===== config.mk =====
export PLATFORM = sky130hd
export DESIGN_NAME = seg_scan_ctrl
export DESIGN_NICKNAME = d
export VERILOG_FILES = /design/src/rtl/seg_scan_pkg.sv /design/src/rtl/seg_slot_timer.sv /design/src/rtl/seg_scan_ctrl.sv
export SDC_FILE = /design/constraint.sdc
export NUM_CORES = 1
export LEC_CHECK = 0
export ABC_AREA = 1
export ABC_CLOCK_PERIOD_IN_PS = 6580
export CORE_MARGIN = 1
export CORE_UTILIZATION = 50
export DETAILED_ROUTE_END_ITERATION = 7
export GPL_TIMING_DRIVEN = 0
export PLACE_DENSITY = 0.65
export SLEW_MARGIN = 20
export SYNTH_ARGS = -nofsm -noshare
export SYNTH_HDL_FRONTEND = slang
export SYNTH_SLANG_ARGS = --single-unit

===== constraint.sdc =====
create_clock -name clk -period 6.58 [get_ports clk]
set_clock_uncertainty 0.05 [all_clocks]
set_input_delay 1.645 -clock clk [delete_from_list [all_inputs] [get_ports clk]]
set_output_delay 1.645 -clock clk [all_outputs]
set_load 0.01 [all_outputs]

===== src/rtl/seg_scan_pkg.sv =====
// Shared types and default sizing for the multiplexed segment display scanner.
package seg_scan_pkg;

  // Per-cycle scan phase: IDLE while disabled, ON while the digit is lit,
  // OFF for the dark remainder of a slot.
  typedef enum logic [1:0] {
    ST_IDLE = 2'd0,
    ST_ON   = 2'd1,
    ST_OFF  = 2'd2
  } state_e;

  localparam int DEF_DIGITS = 10;
  localparam int DEF_SEG_W  = 8;
  localparam int DEF_DIV_W  = 16;

endpackage


===== src/rtl/seg_slot_timer.sv =====
// Slot timer: counts cycles inside one digit slot, latches the slot/on-time
// configuration at slot boundaries and tells the scanner whether the next
// cycle falls inside the lit window.
module seg_slot_timer
  import seg_scan_pkg::*;
#(
  parameter int DIV_W = DEF_DIV_W
) (
  input  logic             clk,
  input  logic             rst_n,
  input  logic             en_i,        // scan enable
  input  logic             run_i,       // scanner is already past IDLE
  input  logic [DIV_W-1:0] cfg_div_i,   // slot length minus one
  input  logic [DIV_W-1:0] cfg_on_i,    // lit cycles per slot
  output logic             slot_end_o,  // current cycle is the last of its slot
  output logic             on_phase_o   // cycle after the coming edge is lit
);

  logic [DIV_W-1:0] cnt_q;
  logic [DIV_W-1:0] slot_len_q;
  logic [DIV_W-1:0] on_len_q;
  logic [DIV_W:0]   cnt_inc_s;
  logic             start_s;
  logic             reload_s;

  // Slot boundary detection and look-ahead of the lit window.
  always_comb begin
    start_s    = en_i & ~run_i;
    slot_end_o = en_i & run_i & (cnt_q == slot_len_q);
    reload_s   = start_s | slot_end_o;
    cnt_inc_s  = {1'b0, cnt_q} + (DIV_W + 1)'(1);
    if (reload_s) begin
      // A fresh slot starts at count 0, lit only if the new on-time is non-zero.
      on_phase_o = (cfg_on_i != {DIV_W{1'b0}});
    end else begin
      on_phase_o = (cnt_inc_s < {1'b0, on_len_q});
    end
  end

  // Slot counter and configuration latch; cfg is only sampled at slot start.
  always_ff @(posedge clk or negedge rst_n) begin
    if (!rst_n) begin
      cnt_q      <= {DIV_W{1'b0}};
      slot_len_q <= {DIV_W{1'b0}};
      on_len_q   <= {DIV_W{1'b0}};
    end else if (!en_i) begin
      cnt_q <= {DIV_W{1'b0}};
    end else if (reload_s) begin
      cnt_q      <= {DIV_W{1'b0}};
      slot_len_q <= cfg_div_i;
      on_len_q   <= cfg_on_i;
    end else begin
      cnt_q <= cnt_inc_s[DIV_W-1:0];
    end
  end

endmodule


===== src/rtl/seg_scan_ctrl.sv =====
// Multiplexed segment display scanner with double-buffered digit patterns.
// Patterns are written into a shadow buffer and copied to the displayed
// (active) buffer only at a frame boundary, or at once while idle.
module seg_scan_ctrl
  import seg_scan_pkg::*;
#(
  parameter int DIGITS = DEF_DIGITS,
  parameter int SEG_W  = DEF_SEG_W,
  parameter int DIV_W  = DEF_DIV_W,
  parameter int AW     = $clog2(DIGITS)
) (
  input  logic              clk,
  input  logic              rst_n,
  input  logic              cfg_en,
  input  logic [DIV_W-1:0]  cfg_div,
  input  logic [DIV_W-1:0]  cfg_on,
  input  logic              wr_valid,
  output logic              wr_ready,
  input  logic [AW-1:0]     wr_addr,
  input  logic [SEG_W-1:0]  wr_data,
  input  logic              commit,
  output logic [SEG_W-1:0]  segm,
  output logic [DIGITS-1:0] sel,
  output logic              frame_tick
);

  localparam int                IW       = $clog2(DIGITS);
  localparam logic [IW-1:0]     LAST_IDX = IW'(DIGITS - 1);
  localparam logic [AW:0]       DIGITS_W = (AW + 1)'(DIGITS);
  localparam logic [DIGITS-1:0] SEL_ONE  = {{(DIGITS - 1){1'b0}}, 1'b1};

  state_e            state_q;
  logic [IW-1:0]     idx_q;
  logic [IW-1:0]     idx_d;
  logic [SEG_W-1:0]  shadow_q [DIGITS];
  logic [SEG_W-1:0]  active_q [DIGITS];
  logic              commit_pending_q;
  logic [DIGITS-1:0] sel_q;
  logic [SEG_W-1:0]  segm_q;

  logic              run_s;
  logic              slot_end_s;
  logic              on_phase_s;
  logic              frame_end_s;
  logic              wr_en_s;
  logic              apply_s;

  assign run_s = (state_q != ST_IDLE);

  seg_slot_timer #(
    .DIV_W (DIV_W)
  ) u_timer (
    .clk        (clk),
    .rst_n      (rst_n),
    .en_i       (cfg_en),
    .run_i      (run_s),
    .cfg_div_i  (cfg_div),
    .cfg_on_i   (cfg_on),
    .slot_end_o (slot_end_s),
    .on_phase_o (on_phase_s)
  );

  // Frame end, write acceptance, commit application and next digit index.
  always_comb begin
    frame_end_s = slot_end_s & (idx_q == LAST_IDX);
    wr_en_s     = wr_valid & ~commit_pending_q & ({1'b0, wr_addr} < DIGITS_W);
    // While idle there is no frame to tear, so a pending copy goes through.
    apply_s     = commit_pending_q & (frame_end_s | ~run_s);
    if (!cfg_en || !run_s) begin
      idx_d = {IW{1'b0}};
    end else if (slot_end_s) begin
      if (idx_q == LAST_IDX) begin
        idx_d = {IW{1'b0}};
      end else begin
        idx_d = idx_q + IW'(1);
      end
    end else begin
      idx_d = idx_q;
    end
  end

  // Scan FSM with registered digit select and segment drive.
  always_ff @(posedge clk or negedge rst_n) begin
    if (!rst_n) begin
      state_q <= ST_IDLE;
      idx_q   <= {IW{1'b0}};
      sel_q   <= {DIGITS{1'b0}};
      segm_q  <= {SEG_W{1'b0}};
    end else begin
      case (state_q)
        ST_ON: begin
          // Blank on the same edge that drops to IDLE so sel never lingers.
          if (cfg_en) begin
            sel_q  <= SEL_ONE << idx_q;
            segm_q <= active_q[idx_q];
          end else begin
            sel_q  <= {DIGITS{1'b0}};
            segm_q <= {SEG_W{1'b0}};
          end
        end
        default: begin
          sel_q  <= {DIGITS{1'b0}};
          segm_q <= {SEG_W{1'b0}};
        end
      endcase
      if (!cfg_en) begin
        state_q <= ST_IDLE;
      end else if (on_phase_s) begin
        state_q <= ST_ON;
      end else begin
        state_q <= ST_OFF;
      end
      idx_q <= idx_d;
    end
  end

  // Shadow/active pattern buffers and the pending-commit flag.
  always_ff @(posedge clk or negedge rst_n) begin
    if (!rst_n) begin
      for (int i = 0; i < DIGITS; i++) begin
        shadow_q[i] <= {SEG_W{1'b0}};
        active_q[i] <= {SEG_W{1'b0}};
      end
      commit_pending_q <= 1'b0;
    end else begin
      for (int i = 0; i < DIGITS; i++) begin
        if (wr_en_s && (wr_addr == AW'(i))) begin
          shadow_q[i] <= wr_data;
        end
        if (apply_s) begin
          active_q[i] <= shadow_q[i];
        end
      end
      // A commit landing on the applying edge survives until the next boundary.
      commit_pending_q <= commit | (commit_pending_q & ~apply_s);
    end
  end

  assign wr_ready   = ~commit_pending_q;
  assign frame_tick = frame_end_s;
  assign sel        = sel_q;
  assign segm       = segm_q;

endmodule


Word-level counts from Yosys, hierarchy flattened
Index checks and enable logic that the tools add are counted.

word-level totals
  register bits = 233
  word-level logic and storage cells = 94

operators by class
  $add $sub $neg = 2
  $lt $le $gt $ge = 3
  eq/ne operators = 12
  shift operators = 1
  multiplexer cells = 15
  bitwise operators = 15
  reduce and logical (&&, ||, !) cells = 18

operators with widths
  operator                                                             number
  8-bit binary-select mux with 4-bit select                            1
  16-bit 2-to-1 mux                                                    2
  8-bit 2-to-1 mux                                                     4
  10-bit 2-to-1 mux                                                    2
  16-bit by 1-bit adder with 17-bit output (second input constant)     1
  17-bit by 16-bit less-than comparator with 1-bit output              1
  16-bit == test                                                       1
  4-bit by 3-bit == test with 1-bit output (second input constant)     4
  16-bit nonzero test                                                  1
  4-bit == test (second input constant)                                3
  4-bit 2-to-1 mux                                                     3
  1-bit logical AND                                                    10
  1-bit by 4-bit left shift with 10-bit output (first input constant)  1
  1-bit bitwise AND                                                    8
  4-bit by 2-bit == test with 1-bit output (second input constant)     2
  5-bit greater-or-equal comparator (second input constant)            1
  4-bit inverter with 5-bit output                                     1
  4-bit by 1-bit adder with 4-bit output (second input constant)       1
  4-bit by 1-bit == test with 1-bit output (second input constant)     1
  4-bit logical NOT                                                    1
  4-bit less-than comparator (second input constant)                   1
  2-bit 2-to-1 mux                                                     2
  2-bit nonzero test                                                   2
  1-bit inverter                                                       3
  6 further kinds                                                      9

Depth between registers and ports, before layout
Gate-level depths: netlist of run 1.

  word-level depth = 9
  depth in mapped cells = 18

By module
A second synthesis of run 1 with hierarchy kept.

second synthesis, totals
  cells, all modules = 1329
  area, all modules = 10636.5 um2

modules (own cells, without submodules)
  module          instances  cells each  area each (um2)  sequential area each (um2)
  seg_scan_ctrl   1          943         7782.5           4629.4
  seg_slot_timer  1          386         2854.0           1201.2

Worst setup path after synthesis of run 1
No wires, ideal clock.

  path kind = input to output
  start = input port cfg_en
  end = output port frame_tick
  arrival = 2129 ps
  data required time = 4885 ps
  path slack = 2756 ps
  stages = 4
  path buffers = 0
  path through = inv_1 -> nor2_1 -> nand4_2 -> inv_1

on the way
  cells in the longest elaborated chain, start to end = 3

RTL lines
  item                             line                  RTL
  start, declared                  seg_scan_ctrl.sv:14   input logic cfg_en,
  1-bit bitwise AND (2 in series)  seg_slot_timer.sv:29  slot_end_o = en_i & run_i & (cnt_q == slot_len_q);
  1-bit bitwise AND                seg_scan_ctrl.sv:65   frame_end_s = slot_end_s & (idx_q == LAST_IDX);
  end, declared                    seg_scan_ctrl.sv:24   output logic frame_tick

No other way between the ends.

Final worst setup path of run 1
Ends and elaborated chain as after synthesis.

==> results.toml, run 1 <==
[clock_tree]
post_cts_buffers = 0
clockRootBuffer = "sky130_fd_sc_hd__clkbuf_16"
cts_tree = "yes"
cts_hold_buf = 0
cts_buffers = 26
cts.repair.resized = 0
cts_sinks = 233
cts_htree_levels = 1
clk_path_buf_depth = 3
clkSlewWorstSetupHoldPaths_ns = 0.06
clk-insertion-delay-late_ns = 0.53

[route]
dr.pass1.iters = 5
route.detailed.drc = 0
detail_route.wirelength_mm = 25.9
postRouteAntennaNets = 0
drt-vias-per-instance = 5.18
routedWlPerCell_um = 16.3
drt_first_iter_violations = 565
route.vias.total = 8215

[die]
top_level_ports = 69
die_height_um = 146
fp.dieW_um = 146
num_rows = 52
design.die.area_um2 = 21300
start_util = 0.511
area_of_the_core_um2 = 20200

[finish]
fin_util = 0.607
final_cell_mix = "384 x sky130_fd_sc_hd__nand2_1, 233 x sky130_fd_sc_hd__dfrtp_1, 113 x sky130_fd_sc_hd__nand3_1"
num_antenna_cells = 0
areaGrowthSynthToFinish_pct = 18.7
finish.instance_area_um2 = 12300
final_nets = 1367
mostFrequentLayoutCell = "sky130_fd_sc_hd__nand2_1"
final_layout_size_suffix_gt1_frac = 0.0744

[timing]
fin_crit_ns = 5.21
final-max-slew-violation-count = 0
fmax_ghz = 0.192
setup-violations-final = 0
timing_hold_violations_final = 0
timing.final.crit_share = 0.791
whs_ns = 0.423
rsz_0062_raised_after_global_routing = "false"
maxSlewHeadroom = 0.569
slew_worst_pin_ns = 0.646
setup_tns_ns = 0

[logic_synthesis]
synth_warnings = 0
synthDistinctLibCells = 32
syn-mean-instance-area_um2 = 8.60
postSynthCellCount = 1202
postSynthNetCount = 1269
synth_area_um2 = 10300
ys_seq_elements = 233
synth_seq_area_share = 0.564

[worst_setup_path]
worstPathMaxFanout = 6
r2r-start = "u_timer.cnt_q[0]"
worst-setup-path-type = "primary input to output pin"
endpoint_kind = "output pin"
arrival_ns = 3.51
timing.critical_path.from_type = "primary input"
worst_setup_sp = "cfg_en"
worstPathRequired_ns = 4.89

[placement]
post-dp-hpwl_mm = 18.4
place.gp.congestion = 0.856
place.port_buffers = 68
dpl-instance-area_um2 = 11400

[worst_hold_path]
hold_path.class = "flip-flop to flip-flop"
worst_hold_startpoint = "active_q[46]"

[global_route]
grt_first_pass_wirelength_mm = 42.6
maximum_number_of_pins_on_one_net_before_global_route_repair = 98
vias_in_the_first_global_route = 8035
antenna_violations_before_repair = 0
global_route_total_overflow = 0
global_route.usage.total = 0.256

[run]
cap_violations = 0

[power_and_ir_drop]
power_density_nw_per_um2 = 295
total_leakage_power_uw = 0.00617
irDropWorstVdd_v = 0.000179

[status]
run_status = "complete, no violations"
==> cells in the mapped netlist <==
| cell type | n | area share |
|---|---|---|
| sky130_fd_sc_hd__nand2_2 | 1 | 0.00061 |
| sky130_fd_sc_hd__o22ai_1 | 1 | 0.00061 |
| sky130_fd_sc_hd__nor2_4 | 2 | 0.0022 |
| sky130_fd_sc_hd__buf_2 | 21 | 0.010 |
| sky130_fd_sc_hd__a22oi_1 | 19 | 0.014 |
| sky130_fd_sc_hd__dfrtp_1 | 233 | 0.56 |
| sky130_fd_sc_hd__buf_6 | 12 | 0.013 |
| sky130_fd_sc_hd__inv_2 | 8 | 0.0029 |
| sky130_fd_sc_hd__or2_2 | 2 | 0.0012 |
| sky130_fd_sc_hd__nor3_2 | 1 | 0.00097 |
| sky130_fd_sc_hd__a32oi_1 | 1 | 0.00085 |
| sky130_fd_sc_hd__nand4_1 | 20 | 0.012 |
| sky130_fd_sc_hd__nor2_1 | 91 | 0.033 |
| sky130_fd_sc_hd__nand2_1 | 384 | 0.14 |
| sky130_fd_sc_hd__nor2_2 | 4 | 0.0024 |
| sky130_fd_sc_hd__nand3_1 | 113 | 0.055 |
| sky130_fd_sc_hd__o21bai_1 | 2 | 0.0015 |
| sky130_fd_sc_hd__ha_1 | 18 | 0.022 |
| sky130_fd_sc_hd__nor4_1 | 6 | 0.0036 |
| sky130_fd_sc_hd__clkinv_1 | 3 | 0.0011 |
| sky130_fd_sc_hd__xor2_1 | 11 | 0.0093 |
| sky130_fd_sc_hd__nand2_4 | 3 | 0.0033 |
| sky130_fd_sc_hd__buf_1 | 1 | 0.00036 |
| sky130_fd_sc_hd__nand4_2 | 1 | 0.0012 |
| sky130_fd_sc_hd__nand3b_1 | 1 | 0.00073 |
| sky130_fd_sc_hd__clkbuf_1 | 14 | 0.0051 |
| sky130_fd_sc_hd__a21oi_1 | 39 | 0.019 |
| sky130_fd_sc_hd__o21ai_0 | 93 | 0.045 |
| sky130_fd_sc_hd__nor3_1 | 5 | 0.0024 |
| sky130_fd_sc_hd__o31ai_1 | 1 | 0.00073 |
| sky130_fd_sc_hd__inv_1 | 90 | 0.033 |
| sky130_fd_sc_hd__buf_4 | 1 | 0.00073 |
==> sequential cells by signal, indices dropped and copies added, names as in the netlist <==
register	flops
shadow_q	80
u_timer.slot_len_q	16
u_timer.cnt_q	16
commit_pending_q	1
active_q	80
state_q	2
u_timer.on_len_q	16
idx_q	4
sel	10
segm	8
==> kinds of logic after synthesis <==
kind of cell             after synthesis  synth area share
XOR/XNOR                              11           0.00932
buffers and inverters                150            0.0661
adder cells (fa/ha/maj)               18            0.0218
flip-flops                           233             0.564
AO/OA/AOI/OAI                        156            0.0813
AND/OR/NAND/NOR                      634             0.258
==> metrics by stage <==
step	power [uW]	std cells	setup slack, ns
floorplan	2010	1202	2.76
global placement	2180	1540	-6.17
detailed placement	2200	1542	1.38
CTS	3650	1587	1.36
global route	3800	1587	1.31
finish	3630	1587	1.37
==> path summary, 6_finish.rpt <==
| kind | to | slack (ns) | cells past startpoint |
|---|---|---|---|
| min in group asynchronous | u_timer.slot_len_q[0] | 1.04 | 1 |
| hold / removal | active_q[46] | 0.42 | 2 |
| max in group asynchronous | active_q[35] | 4.27 | 3 |
| hold reg to reg | active_q[46] | 0.42 | 2 |
| setup reg to reg | state_q[1] | 3.57 | 17 |
| setup / recovery | frame_tick | 1.37 | 6 |
==> per-layer routing <==
| layer | track usage | part of all wire | routed length, um |
|---|---|---|---|
| met5 | 0 | 0 | 0 |
| met4 | 0.0700 | 0.020 | 524 |
| met3 | 0.0423 | 0.060 | 1570 |
| met2 | 0.408 | 0.46 | 11800 |
| met1 | 0.363 | 0.46 | 12000 |
==> power breakdown <==
part,internal (uW),switching (uW)
logic,174,271
registers,1620,109
clock network,881,566
==> area by class of cell <==
cell class,count,area [um^2]
inverters,101,379
multi-input cells,819,3830
flip-flops and latches,233,5830
repair buffers,70,741
clock inverters,7,88.8
fillers,1821,7960
clock buffers,38,767
well taps,270,338
plain buffers,49,304
==> critical path, cell delays in order <==
cell and delay [ns]:
sky130_fd_sc_hd__clkdlybuf4s50_1 0.67, sky130_fd_sc_hd__inv_1 0.16, sky130_fd_sc_hd__nor2_1 0.22, sky130_fd_sc_hd__nand4_2 0.16, sky130_fd_sc_hd__inv_1 0.10, sky130_fd_sc_hd__clkdlybuf4s50_1 0.54
(Power assumes the default switching activity.)
==> inputs of run 2 (changes only) <==
ABC_CLOCK_PERIOD_IN_PS = 4400   (was 6580)
PLACE_DENSITY = 0.68   (was 0.65)
clock period = 4.4 ns   (was 6.58 ns; I/O delays follow)
==> results.toml, run 2 (synthesized netlist as in run 1, its figures left out) <==
[status]
run_status = "complete, no violations"

[finish]
registers_with_the_most_flip_flops = "active_q (80), shadow_q (80)"
num_antenna_cells = 0
nFillCells = 1801
fin_util = 0.604
areaGrowthSynthToFinish_pct = 18.2
final_nets = 1366
final_layout_size_suffix_gt1_frac = 0.0767
seqCellArea_um2 = 5830
multi_input_comb_area_um2 = 3830
mostFrequentLayoutCell = "sky130_fd_sc_hd__nand2_1"
final_cell_mix = "384 x sky130_fd_sc_hd__nand2_1, 233 x sky130_fd_sc_hd__dfrtp_1, 113 x sky130_fd_sc_hd__nand3_1"

[worst_setup_path]
r2r-start = "u_timer.cnt_q[0]"
list_of_cells_traversed_by_the_critical_path = "clkdlybuf4s50_1, inv_1, nor2_1, nand4_2, inv_1, clkdlybuf4s50_1"
worstPathMaxFanout = 6
slowest_stage = "sky130_fd_sc_hd__clkdlybuf4s50_1"
critPathBufInv = 4
worstPathRequired_ns = 3.25
timing.reg2reg.worst_path_depth = 17
worst-setup-path-type = "primary input to output pin"
endpoint_kind = "output pin"
timing.critical_path.from_type = "primary input"
arrival_ns = 2.94
reg2reg_to = "state_q[1]"
r2r_setup_slack_ns = 1.34
critPathTopFamily = "buffers and inverters"
cp_slowest_stage_delay_ns = 0.67

[clock_tree]
post_cts_buffers = 0
cts.repair.resized = 0
cts_sinks = 233
cts_hold_buf = 0
clockRootBuffer = "sky130_fd_sc_hd__clkbuf_16"
clk_path_buf_depth = 3
cts_htree_levels = 1
clkSlewWorstSetupHoldPaths_ns = 0.06
cts_tree = "yes"
cts_buffers = 25
clk-insertion-delay-late_ns = 0.51

[global_route]
grt_first_pass_wirelength_mm = 42.4
global_route_total_overflow = 0
global_route.usage.total = 0.252
vias_in_the_first_global_route = 8110
antenna_violations_before_repair = 0
maximum_number_of_pins_on_one_net_before_global_route_repair = 97

[power_and_ir_drop]
irDropWorstVdd_v = 0.000311
power_density_nw_per_um2 = 433
total_leakage_power_uw = 0.00615

[placement]
place.port_buffers = 68
place.gp.congestion = 0.868
post-dp-hpwl_mm = 18.3
place_worst_setup_slack_ns = 0.294

[route]
postRouteAntennaNets = 0
drt-vias-per-instance = 5.25
dr.pass1.iters = 5
drt_first_iter_violations = 563
routedWlPerCell_um = 16.2
route.vias.total = 8333
route.detailed.drc = 0
detail_route.wirelength_mm = 25.8

[timing]
setup-violations-final = 0
rsz_0062_raised_after_global_routing = "false"
finalWorstSetupSlack_ns = 0.307
final-max-slew-violation-count = 0
slew_worst_pin_ns = 0.622
fmax_ghz = 0.244
timing.final.crit_share = 0.930
maxSlewHeadroom = 0.585
fin_crit_ns = 4.09
timing_hold_violations_final = 0

[worst_hold_path]
hold_path.class = "flip-flop to flip-flop"
hold_depth = 2
hold-path-endpoint = "active_q[6]"
worst_hold_startpoint = "active_q[6]"

[run]
cap_violations = 0

[die]
start_util = 0.511
top_level_ports = 69
fp.dieW_um = 146
design.die.area_um2 = 21300
num_rows = 52
area_of_the_core_um2 = 20200
die_height_um = 146
[run 2: power by group]
group          switching [uW]  internal [uW]
sequential                168           2430
combinational             402            261
clock                     833           1200
[run 2: metal layers]
metal / up-vias / part of all wire / global-route usage / wire length [um]
li1: 4083 / - / - / -
met1: 3988 / 0.48 / 0.365 / 12200
met2: 226 / 0.45 / 0.398 / 11500
met3: 36 / 0.056 / 0.0420 / 1440
met4: 0 / 0.021 / 0.0616 / 535
met5: - / 0 / 0 / 0
[run 2: area by class of cell]
class / instances / area share
inverter: 101 / 0.0310
timing repair buffer: 70 / 0.0606
buffer: 49 / 0.0249
sequential: 233 / 0.477
clock buffer: 33 / 0.0586
clock inverter: 11 / 0.00706
multi-input combinational: 819 / 0.313
tap: 270 / 0.0276
[run 2: worst max-delay path by stage]
stage                     depth (start not counted)  slack (ns)  startpoint           end
final                                             6        0.31      cfg_en    frame_tick
after global routing                              6        0.21      cfg_en    frame_tick
after CTS                                         6        0.30      cfg_en    frame_tick
after detailed placement                          6        0.29      cfg_en    frame_tick
after global placement                            1       -7.69       rst_n  shadow_q[37]
after floorplan                                   4        1.67      cfg_en    frame_tick
[run 2: worst reg2reg max path, stage by stage, from the launching register on]
cell and delay, ns:
sky130_fd_sc_hd__dfrtp_1 0.45, sky130_fd_sc_hd__ha_1 0.23, sky130_fd_sc_hd__nand3_1 0.15, sky130_fd_sc_hd__nor2_1 0.26
sky130_fd_sc_hd__nand2_1 0.13, sky130_fd_sc_hd__nor2_1 0.20, sky130_fd_sc_hd__nand3_1 0.12, sky130_fd_sc_hd__xor2_1 0.22
sky130_fd_sc_hd__inv_1 0.07, sky130_fd_sc_hd__ha_1 0.29, sky130_fd_sc_hd__a21oi_1 0.14, sky130_fd_sc_hd__o21bai_1 0.10
sky130_fd_sc_hd__nor2_1 0.12, sky130_fd_sc_hd__nand2_1 0.06, sky130_fd_sc_hd__nor2_1 0.10, sky130_fd_sc_hd__nand3_1 0.13
sky130_fd_sc_hd__nand2_1 0.09, sky130_fd_sc_hd__nor2_1 0.04
[run 2: per-stage QoR]
step           total power [uW]  cells  instance area [um^2]  setup TNS (ns)  hold WS (ns)
2_1_floorplan              3010   1202                 10300               0         0.392
3_3_place_gp               3260   1540                 11400        -1787.57         0.405
3_5_place_dp               3290   1542                 11400               0         0.409
4_1_cts                    5320   1586                 12200               0         0.424
5_1_grt                    5540   1586                 12200               0         0.438
6_report                   5290   1586                 12200               0         0.423
